<file path="src/rtl/prog_mem_arbiter_pkg.sv">
// prog_mem_arbiter_pkg: shared widths and owner encoding for the program-memory arbiter
package prog_mem_arbiter_pkg;
    localparam int ADDR_W = 8;
    localparam int DATA_W = 12;
    typedef enum logic {OWN_CPU = 1'b0, OWN_HOST = 1'b1} owner_e;
endpackage

</file>
<file path="src/rtl/prog_mem_arbiter_if.sv">
// prog_mem_arbiter_if: CPU, host loader and memory port signals of the arbiter
interface prog_mem_arbiter_if #(
    parameter int ADDR_W = prog_mem_arbiter_pkg::ADDR_W,
    parameter int DATA_W = prog_mem_arbiter_pkg::DATA_W
);
    logic              cpu_req;
    logic [ADDR_W-1:0] cpu_addr;
    logic              cpu_gnt;
    logic              cpu_rvalid;
    logic [DATA_W-1:0] cpu_rdata;
    logic              cpu_hold;
    logic              host_req;
    logic              host_we;
    logic [ADDR_W-1:0] host_addr;
    logic [DATA_W-1:0] host_wdata;
    logic              host_gnt;
    logic              host_rvalid;
    logic [DATA_W-1:0] host_rdata;
    logic              host_lock;
    logic              mem_en;
    logic              mem_we;
    logic [ADDR_W-1:0] mem_addr;
    logic [DATA_W-1:0] mem_wdata;
    logic [DATA_W-1:0] mem_rdata;

    modport slave (
        input  cpu_req, cpu_addr, host_req, host_we, host_addr, host_wdata, host_lock, mem_rdata,
        output cpu_gnt, cpu_rvalid, cpu_rdata, cpu_hold, host_gnt, host_rvalid, host_rdata,
               mem_en, mem_we, mem_addr, mem_wdata
    );

    modport master (
        output cpu_req, cpu_addr, host_req, host_we, host_addr, host_wdata, host_lock, mem_rdata,
        input  cpu_gnt, cpu_rvalid, cpu_rdata, cpu_hold, host_gnt, host_rvalid, host_rdata,
               mem_en, mem_we, mem_addr, mem_wdata
    );
endinterface

</file>
<file path="src/rtl/prog_mem_arbiter_rr_arb2.sv">
// rr_arb2: two-way round-robin grant (bit 0 = CPU, bit 1 = host) with host lock
module rr_arb2
    import prog_mem_arbiter_pkg::*;
(
    input  logic [1:0] req,
    input  logic       lock,
    input  owner_e     last,
    output logic [1:0] gnt
);
    // a tie goes to whoever did not own the port last; lock shuts the CPU out entirely
    always_comb begin
        gnt[0] = req[0] & ~lock & (~req[1] | (last == OWN_HOST));
        gnt[1] = req[1] & (lock | ~req[0] | (last == OWN_CPU));
    end
endmodule

</file>
<file path="src/rtl/prog_mem_arbiter.sv">
// prog_mem_arbiter: shares one program-memory port between CPU fetches and the host loader
module prog_mem_arbiter #(
    parameter int ADDR_W = prog_mem_arbiter_pkg::ADDR_W,
    parameter int DATA_W = prog_mem_arbiter_pkg::DATA_W
) (
    input logic               clk,
    input logic               CLB,
    prog_mem_arbiter_if.slave bus
);
    import prog_mem_arbiter_pkg::*;

    logic [1:0]        req, gnt;
    owner_e            last_owner_q, last_owner_d, tag_q, tag_d;
    logic              rd_q, rd_d, cpu_rv, host_rv;
    logic [ADDR_W-1:0] addr_q, addr_d;
    logic [DATA_W-1:0] wdata_q, wdata_d;
    logic [DATA_W-1:0] cpu_rdata_q, cpu_rdata_d, host_rdata_q, host_rdata_d;

    assign req = {bus.host_req, bus.cpu_req} & {2{CLB}};

    rr_arb2 u_rr_arb2 (
        .req  (req),
        .lock (bus.host_lock),
        .last (last_owner_q),
        .gnt  (gnt)
    );

    // drive the memory port from the winner, track the pending read and steer returning data
    always_comb begin
        addr_d       = gnt[0] ? bus.cpu_addr : gnt[1] ? bus.host_addr : addr_q;
        wdata_d      = gnt[1] ? bus.host_wdata : wdata_q;
        last_owner_d = gnt[0] ? OWN_CPU : gnt[1] ? OWN_HOST : last_owner_q;
        tag_d        = gnt[1] ? OWN_HOST : OWN_CPU;
        rd_d         = gnt[0] | (gnt[1] & ~bus.host_we);
        cpu_rv       = CLB & rd_q & (tag_q == OWN_CPU);
        host_rv      = CLB & rd_q & (tag_q == OWN_HOST);
        cpu_rdata_d  = cpu_rv ? bus.mem_rdata : cpu_rdata_q;
        host_rdata_d = host_rv ? bus.mem_rdata : host_rdata_q;
        bus.cpu_gnt     = gnt[0];
        bus.host_gnt    = gnt[1];
        bus.cpu_hold    = bus.cpu_req & ~gnt[0];
        bus.mem_en      = |gnt;
        bus.mem_we      = gnt[1] & bus.host_we;
        bus.mem_addr    = addr_d;
        bus.mem_wdata   = wdata_d;
        bus.cpu_rvalid  = cpu_rv;
        bus.host_rvalid = host_rv;
        bus.cpu_rdata   = cpu_rdata_d;
        bus.host_rdata  = host_rdata_d;
    end

    // arbitration history, read owner tag and held port/data values
    always_ff @(posedge clk) begin
        if (!CLB) begin
            last_owner_q <= OWN_HOST;
            tag_q        <= OWN_CPU;
            rd_q         <= 1'b0;
            addr_q       <= '0;
            wdata_q      <= '0;
            cpu_rdata_q  <= '0;
            host_rdata_q <= '0;
        end else begin
            last_owner_q <= last_owner_d;
            tag_q        <= tag_d;
            rd_q         <= rd_d;
            addr_q       <= addr_d;
            wdata_q      <= wdata_d;
            cpu_rdata_q  <= cpu_rdata_d;
            host_rdata_q <= host_rdata_d;
        end
    end
endmodule

</file>
<file path="src/flat_wrapper.sv">
// flat-port wrapper written by rule: the top's interface ports become plain ports
module prog_mem_arbiter_flat import prog_mem_arbiter_pkg::*;
#(
    parameter int ADDR_W = prog_mem_arbiter_pkg::ADDR_W,
    parameter int DATA_W = prog_mem_arbiter_pkg::DATA_W
)
  (clk, CLB, bus_cpu_req, bus_cpu_addr, bus_host_req, bus_host_we, bus_host_addr, bus_host_wdata, bus_host_lock, bus_mem_rdata, bus_cpu_gnt, bus_cpu_rvalid, bus_cpu_rdata, bus_cpu_hold, bus_host_gnt, bus_host_rvalid, bus_host_rdata, bus_mem_en, bus_mem_we, bus_mem_addr, bus_mem_wdata);
  prog_mem_arbiter_if #(.ADDR_W(ADDR_W), .DATA_W(DATA_W)) bus_i ();
  input logic clk;
  input logic CLB;
  input wire logic [$bits(bus_i.cpu_req)-1:0] bus_cpu_req;
  input wire logic [$bits(bus_i.cpu_addr)-1:0] bus_cpu_addr;
  input wire logic [$bits(bus_i.host_req)-1:0] bus_host_req;
  input wire logic [$bits(bus_i.host_we)-1:0] bus_host_we;
  input wire logic [$bits(bus_i.host_addr)-1:0] bus_host_addr;
  input wire logic [$bits(bus_i.host_wdata)-1:0] bus_host_wdata;
  input wire logic [$bits(bus_i.host_lock)-1:0] bus_host_lock;
  input wire logic [$bits(bus_i.mem_rdata)-1:0] bus_mem_rdata;
  output wire logic [$bits(bus_i.cpu_gnt)-1:0] bus_cpu_gnt;
  output wire logic [$bits(bus_i.cpu_rvalid)-1:0] bus_cpu_rvalid;
  output wire logic [$bits(bus_i.cpu_rdata)-1:0] bus_cpu_rdata;
  output wire logic [$bits(bus_i.cpu_hold)-1:0] bus_cpu_hold;
  output wire logic [$bits(bus_i.host_gnt)-1:0] bus_host_gnt;
  output wire logic [$bits(bus_i.host_rvalid)-1:0] bus_host_rvalid;
  output wire logic [$bits(bus_i.host_rdata)-1:0] bus_host_rdata;
  output wire logic [$bits(bus_i.mem_en)-1:0] bus_mem_en;
  output wire logic [$bits(bus_i.mem_we)-1:0] bus_mem_we;
  output wire logic [$bits(bus_i.mem_addr)-1:0] bus_mem_addr;
  output wire logic [$bits(bus_i.mem_wdata)-1:0] bus_mem_wdata;
  assign bus_i.cpu_req = bus_cpu_req;
  assign bus_i.cpu_addr = bus_cpu_addr;
  assign bus_i.host_req = bus_host_req;
  assign bus_i.host_we = bus_host_we;
  assign bus_i.host_addr = bus_host_addr;
  assign bus_i.host_wdata = bus_host_wdata;
  assign bus_i.host_lock = bus_host_lock;
  assign bus_i.mem_rdata = bus_mem_rdata;
  assign bus_cpu_gnt = bus_i.cpu_gnt;
  assign bus_cpu_rvalid = bus_i.cpu_rvalid;
  assign bus_cpu_rdata = bus_i.cpu_rdata;
  assign bus_cpu_hold = bus_i.cpu_hold;
  assign bus_host_gnt = bus_i.host_gnt;
  assign bus_host_rvalid = bus_i.host_rvalid;
  assign bus_host_rdata = bus_i.host_rdata;
  assign bus_mem_en = bus_i.mem_en;
  assign bus_mem_we = bus_i.mem_we;
  assign bus_mem_addr = bus_i.mem_addr;
  assign bus_mem_wdata = bus_i.mem_wdata;
  prog_mem_arbiter #(.ADDR_W(ADDR_W), .DATA_W(DATA_W)) u_core (.clk(clk), .CLB(CLB), .bus(bus_i));
endmodule
</file>
<file path="config.mk">
export PLATFORM = sky130hd
export DESIGN_NAME = prog_mem_arbiter_flat
export DESIGN_NICKNAME = d
export VERILOG_FILES = /design/src/rtl/prog_mem_arbiter_pkg.sv /design/src/rtl/prog_mem_arbiter_if.sv /design/src/rtl/prog_mem_arbiter_rr_arb2.sv /design/src/rtl/prog_mem_arbiter.sv /design/src/flat_wrapper.sv
export SDC_FILE = /design/constraint.sdc
export NUM_CORES = 1
export LEC_CHECK = 0
export CORE_UTILIZATION = 43
export CTS_BUF_LIST = sky130_fd_sc_hd__clkbuf_16
export CTS_CLUSTER_DIAMETER = 30
export DETAILED_ROUTE_END_ITERATION = 6
export PLACE_DENSITY = 0.8
export SKIP_CTS_REPAIR_TIMING = 1
export SYNTH_ARGS = -nofsm -noshare
export SYNTH_HDL_FRONTEND = slang
export SYNTH_HIERARCHICAL = 1
export SYNTH_SLANG_ARGS = --single-unit
</file>
<file path="constraint.sdc">
create_clock -name clk -period 4.46 [get_ports clk]
set_input_delay 1.338 -clock clk [delete_from_list [all_inputs] [get_ports clk]]
set_output_delay 1.338 -clock clk [all_outputs]
set_load 0.02 [all_outputs]
</file>
* Word-level counts from Yosys, hierarchy flattened
Index checks and enable logic that the tools add are counted.
** Storage, ports and cells
- Register bits :: 47
- Input bits :: 46
- Output and inout bits :: 51
** Cells by class
- Mux-type cells :: 8
- Bitwise logic cells :: 21
- Reduce and logical (&&, ||, !) cells :: 2
** Operators with widths (count)
- 12-bit 2-to-1 mux :: 3
- 8-bit 2-to-1 mux :: 2
- 1-bit AND :: 9
- 1-bit inverter :: 7
- 1-bit bitwise OR :: 4
- 1-bit 2-to-1 mux :: 3
- 2-bit AND :: 1
- 2-bit nonzero test :: 1
- 2-bit OR reduction :: 1

* Depth between registers and ports, before layout
- Word-level depth :: 7
- Mapped depth :: 9
- Mapped depth without buffers :: 6

* Cells and area by module
Netlist, hierarchy kept.
** By module, submodules not included
- prog_mem_arbiter :: instances 1, cells each 251, area an instance 2297.2 um2, sequential area each 940.9 um2
- rr_arb2 :: instances 1, cells each 4, area an instance 36.3 um2, sequential area each 0.0 um2

* Worst setup path after synthesis
Ideal clock, no wire load.
- Kind :: input to output
- Start point :: input port CLB
- End point :: output port bus_mem_addr[6]
- Arrival time :: 3.302 ns
- Slack :: -0.180 ns
- Stages on the path :: 9
- Cells stage by stage :: clkbuf_1 > clkbuf_2 > and2_1 > a21boi_1 > buf_2 > buf_6 > buf_2 > a211oi_1 > a21oi_1
** RTL lines
- start, declared :: line flat_wrapper.sv:10 : input logic CLB;
- 2-bit AND :: line prog_mem_arbiter.sv:19 : assign req = {bus.host_req, bus.cpu_req} & {2{CLB}};
- via u_core.req[1] :: line prog_mem_arbiter.sv:12 : logic [1:0] req, gnt;
- 1-bit AND :: line prog_mem_arbiter_rr_arb2.sv:13 : gnt[1] = req[1] & (lock | ~req[0] | (last == OWN_CPU));
- via bus_host_gnt :: line flat_wrapper.sv:23 : output wire logic [$bits(bus_i.host_gnt)-1:0] bus_host_gnt;
- 8-bit 2-to-1 mux (2 in a row) :: line prog_mem_arbiter.sv:30 : addr_d = gnt[0] ? bus.cpu_addr : gnt[1] ? bus.host_addr : addr_q;
- end, declared :: line flat_wrapper.sv:28 : output wire logic [$bits(bus_i.mem_addr)-1:0] bus_mem_addr;
The timed path passes the listed nets, and every way through them passes these cells.

* Worst setup path after layout
- Start point :: input port bus_cpu_req
- End point :: output port bus_mem_addr[5]
** Between the ends
- Word-level cells in the longest chain between the ends :: 7
** RTL lines
- start, declared :: line flat_wrapper.sv:11 : input wire logic [$bits(bus_i.cpu_req)-1:0] bus_cpu_req;
- 2-bit AND (*) :: line prog_mem_arbiter.sv:19
- via u_core.req[0] :: line prog_mem_arbiter.sv:12
- 1-bit inverter :: line prog_mem_arbiter_rr_arb2.sv:13
- 1-bit bitwise OR (2 in a row) :: line prog_mem_arbiter_rr_arb2.sv:13
- 1-bit AND :: line prog_mem_arbiter_rr_arb2.sv:13
- 8-bit 2-to-1 mux :: line prog_mem_arbiter.sv:30
- 8-bit 2-to-1 mux (*) :: line prog_mem_arbiter.sv:30
The timed path passes the listed nets; every way through them passes the cells marked *.

==> flow_summary.toml <==
[global_route]
track_usage_pct = 20.1
grt_pass1_wl_mm = 8.63
antenna_found_initial = 0
use_met2_pct = 33.3
gr-total-overflow = 0
met3_usage_pct = 5.95
grt_max_degree = 42
grt_use_met1_pct = 24.8
busiest_layer = "met2"
grt_pass1_vias = 1899

[placement]
place_hpwl_mm = 3.89
gp_congestion = 0.716
portBuffers = 96
placed_area_sq_um = 3420

[sta]
period_needed_ns = 4.36
worst_pin_slew_ns = 0.493
holdWs_ns = 0.462
fin_skew_ns = 0.00230
min_period_over_period_pct = 97.7
maxSlewHeadroom_pct = 67.1
setup_viol = 0
hold_viol_final = 0
fmax_mhz = 230
rsz0062_at_grt = "no"
final_max_slew_viol_count = 0

[drt]
routed_wl_mm = 5.79
via_per_inst = 4.88
dr.pass1.iters = 5
drc = 0
drtIter0Drc = 88
ant_nets = 0
dr_total_vias = 2082
routedWlPerCell_um = 13.6

[die]
row_count = 26
die_y_um = 75.7
initial_core_util_pct = 45.1
dieArea_sq_um = 5730
pin_count = 97
die_x_um = 75.7
coreArea_sq_um = 5170

[logic_synthesis]
synth_compound_area_share_pct = 15.1
synthSimpleGateAreaFrac_pct = 19.3
synth_fp_nets = 301
synth_top_family_by_area = "simple AND/OR/NAND/NOR gates"
synth_xor_area_share_pct = 0
synth_fa_ha_area_share_pct = 0
syn_area_per_cell_sq_um = 9.15
yosysSeqAreaShare_pct = 40.3
synth_seq_cells = 47
syn-cell-area_sq_um = 2330
synth_cells = 255
muxShareOfSynthArea_pct = 18.8
ys_types = 26
synth-warning-count = 6

[clock_network]
path_clk_slew_ns = 0.06
root_buffer = "clkbuf_16"
cts_buffer_depth = 2
htree_levels = 2
clk_latency_ns = 0.28
cts_tree = "done"
clock-sinks = 47
cts_buffers = 5

[cells_and_area]
final_util_pct = 72.9
stdcell_area_sq_um = 3770
drive_above_1_share_pct = 21.8
n_antenna_cell = 0
area_growth_pct = 61.6
fin_nets = 402

[min_path]
whs_path_depth = 2
worstHoldStart = "u_core/host_rdata_q[7]$_SDFF_PN0_"
min_to = "u_core/host_rdata_q[7]$_SDFF_PN0_"
min_path_type = "reg -> reg"

[setup_path]
rr_endpoint = "u_core/addr_q[2]$_SDFF_PN0_"
critPathKind = "in -> out"
cp.required_ns = 3.12
r2r_start = "u_core/last_owner_q$_SDFFE_PN1P_"
r2r_cells = 7
reg2reg_slack_ns = 3.00
arrival_ns = 3.02
cp-end-kind = "output pin"
start_kind = "primary input"
cp_max_fo = 16

[power_and_ir_drop]
leakage_nw = 1.86
p_per_area_nw_per_um2 = 304
peakVddDrop_uv = 177
power.total_mw = 1.15

[status]
outcome = "complete, no violations"

[job]
cap_violations = 0
==> worst max-delay path by stage <==
| stage | end | start | slack (ns) |
|---|---|---|---|
| 6_report | bus_mem_addr[5] | bus_cpu_req | 0.10 |
| 5_1_grt | bus_mem_addr[7] | bus_cpu_req | 0.003 |
| 4_1_cts | bus_mem_addr[0] | CLB | -0.41 |
| 3_5_place_dp | bus_mem_addr[0] | CLB | -0.40 |
| 3_3_place_gp | bus_mem_addr[7] | CLB | -0.32 |
| 2_1_floorplan | bus_mem_addr[6] | CLB | 0.09 |
==> worst max-delay path, stage by stage <==
cell             delay [ns]
clkdlybuf4s50_1        0.42
and2_1                 0.16
nor2b_4                0.13
a21boi_4               0.20
buf_8                  0.19
nor2b_1                0.07
a211oi_2               0.25
a21oi_2                0.04
dlymetal6s2s_1         0.21
==> metal layers <==
metal  share of wire [%]  up-vias
li1                    -     1048
met3                 7.5        9
met4                 1.5        0
met5                   0        -
met2                  47       92
met1                  44      933
==> cell type report <==
class / count / area, sq um
timing repair buffer: 111 / 1180
multi-input combinational: 179 / 1320
clock inverter: 3 / 67.6
tap: 70 / 87.6
clock buffer: 5 / 125
fill: 386 / 1400
inverter: 12 / 45.0
sequential: 47 / 941
==> logic make-up after synthesis <==
kind of cell | after synthesis
and+or+nand+nor | 91
AOI/OAI and AO/OA | 52
DFF | 47
muxes | 36
buffers and inverters | 29
==> where the power goes <==
group	internal (mW)	switching, mW	total [mW]
clock network	0.321	0.157	0.478
registers	0.436	0.00613	0.442
logic	0.124	0.103	0.227
total	0.881	0.266	1.15
==> layout by cell type (no fill, tap or decap), types with 2 or more instances in the layout <==
cell type        instances
clkbuf_16                5
mux2_4                   9
nand2_1                 49
bufinv_16                2
nor2b_1                  9
dfxtp_1                 47
inv_1                   12
a21boi_0                25
a21oi_1                  2
nand2b_1                 2
clkdlybuf4s50_1         70
buf_12                   2
a21oi_2                  6
buf_6                    3
and2_1                  17
dlymetal6s2s_1          26
mux2_2                  26
a211oi_2                 8
buf_4                    9
a21boi_4                 2
o21ai_0                  9
nor2_1                   9
==> cell usage after synthesis (all sizes together) <==
master   n  area, sq um
a211oi   8         60.1
a21boi  27          206
a21oi    8         40.0
and2    17          106
and2b    1         7.51
buf      9         75.1
clkbuf   8         31.3
dfxtp   47          941
inv     12         45.0
mux2    36          439
nand2   49          184
nand2b   2         12.5
nand3    1         10.0
nand3b   1         20.0
nor2     9         33.8
nor2b   10         70.1
o21ai    9         45.0
or2      1         6.26
==> sequential cells by signal, indices dropped and copies added (netlist names) <==
register and flops:
u_core/last_owner_q 1, u_core/tag_q 1, u_core/rd_q 1, u_core/addr_q 8, u_core/host_rdata_q 12, u_core/wdata_q 12, u_core/cpu_rdata_q 12
==> stage by stage <==
stage / std cells / TNS (ns) / setup WS [ns]
final: 427 / 0 / 0.103
after global routing: 427 / 0 / 0.00275
after CTS: 425 / -14.14 / -0.412
after detailed placement: 417 / -14.04 / -0.396
after global placement: 417 / -13.18 / -0.323
after floorplan: 255 / 0 / 0.0864
No activity file was read; power rests on OpenSTA's default activity.
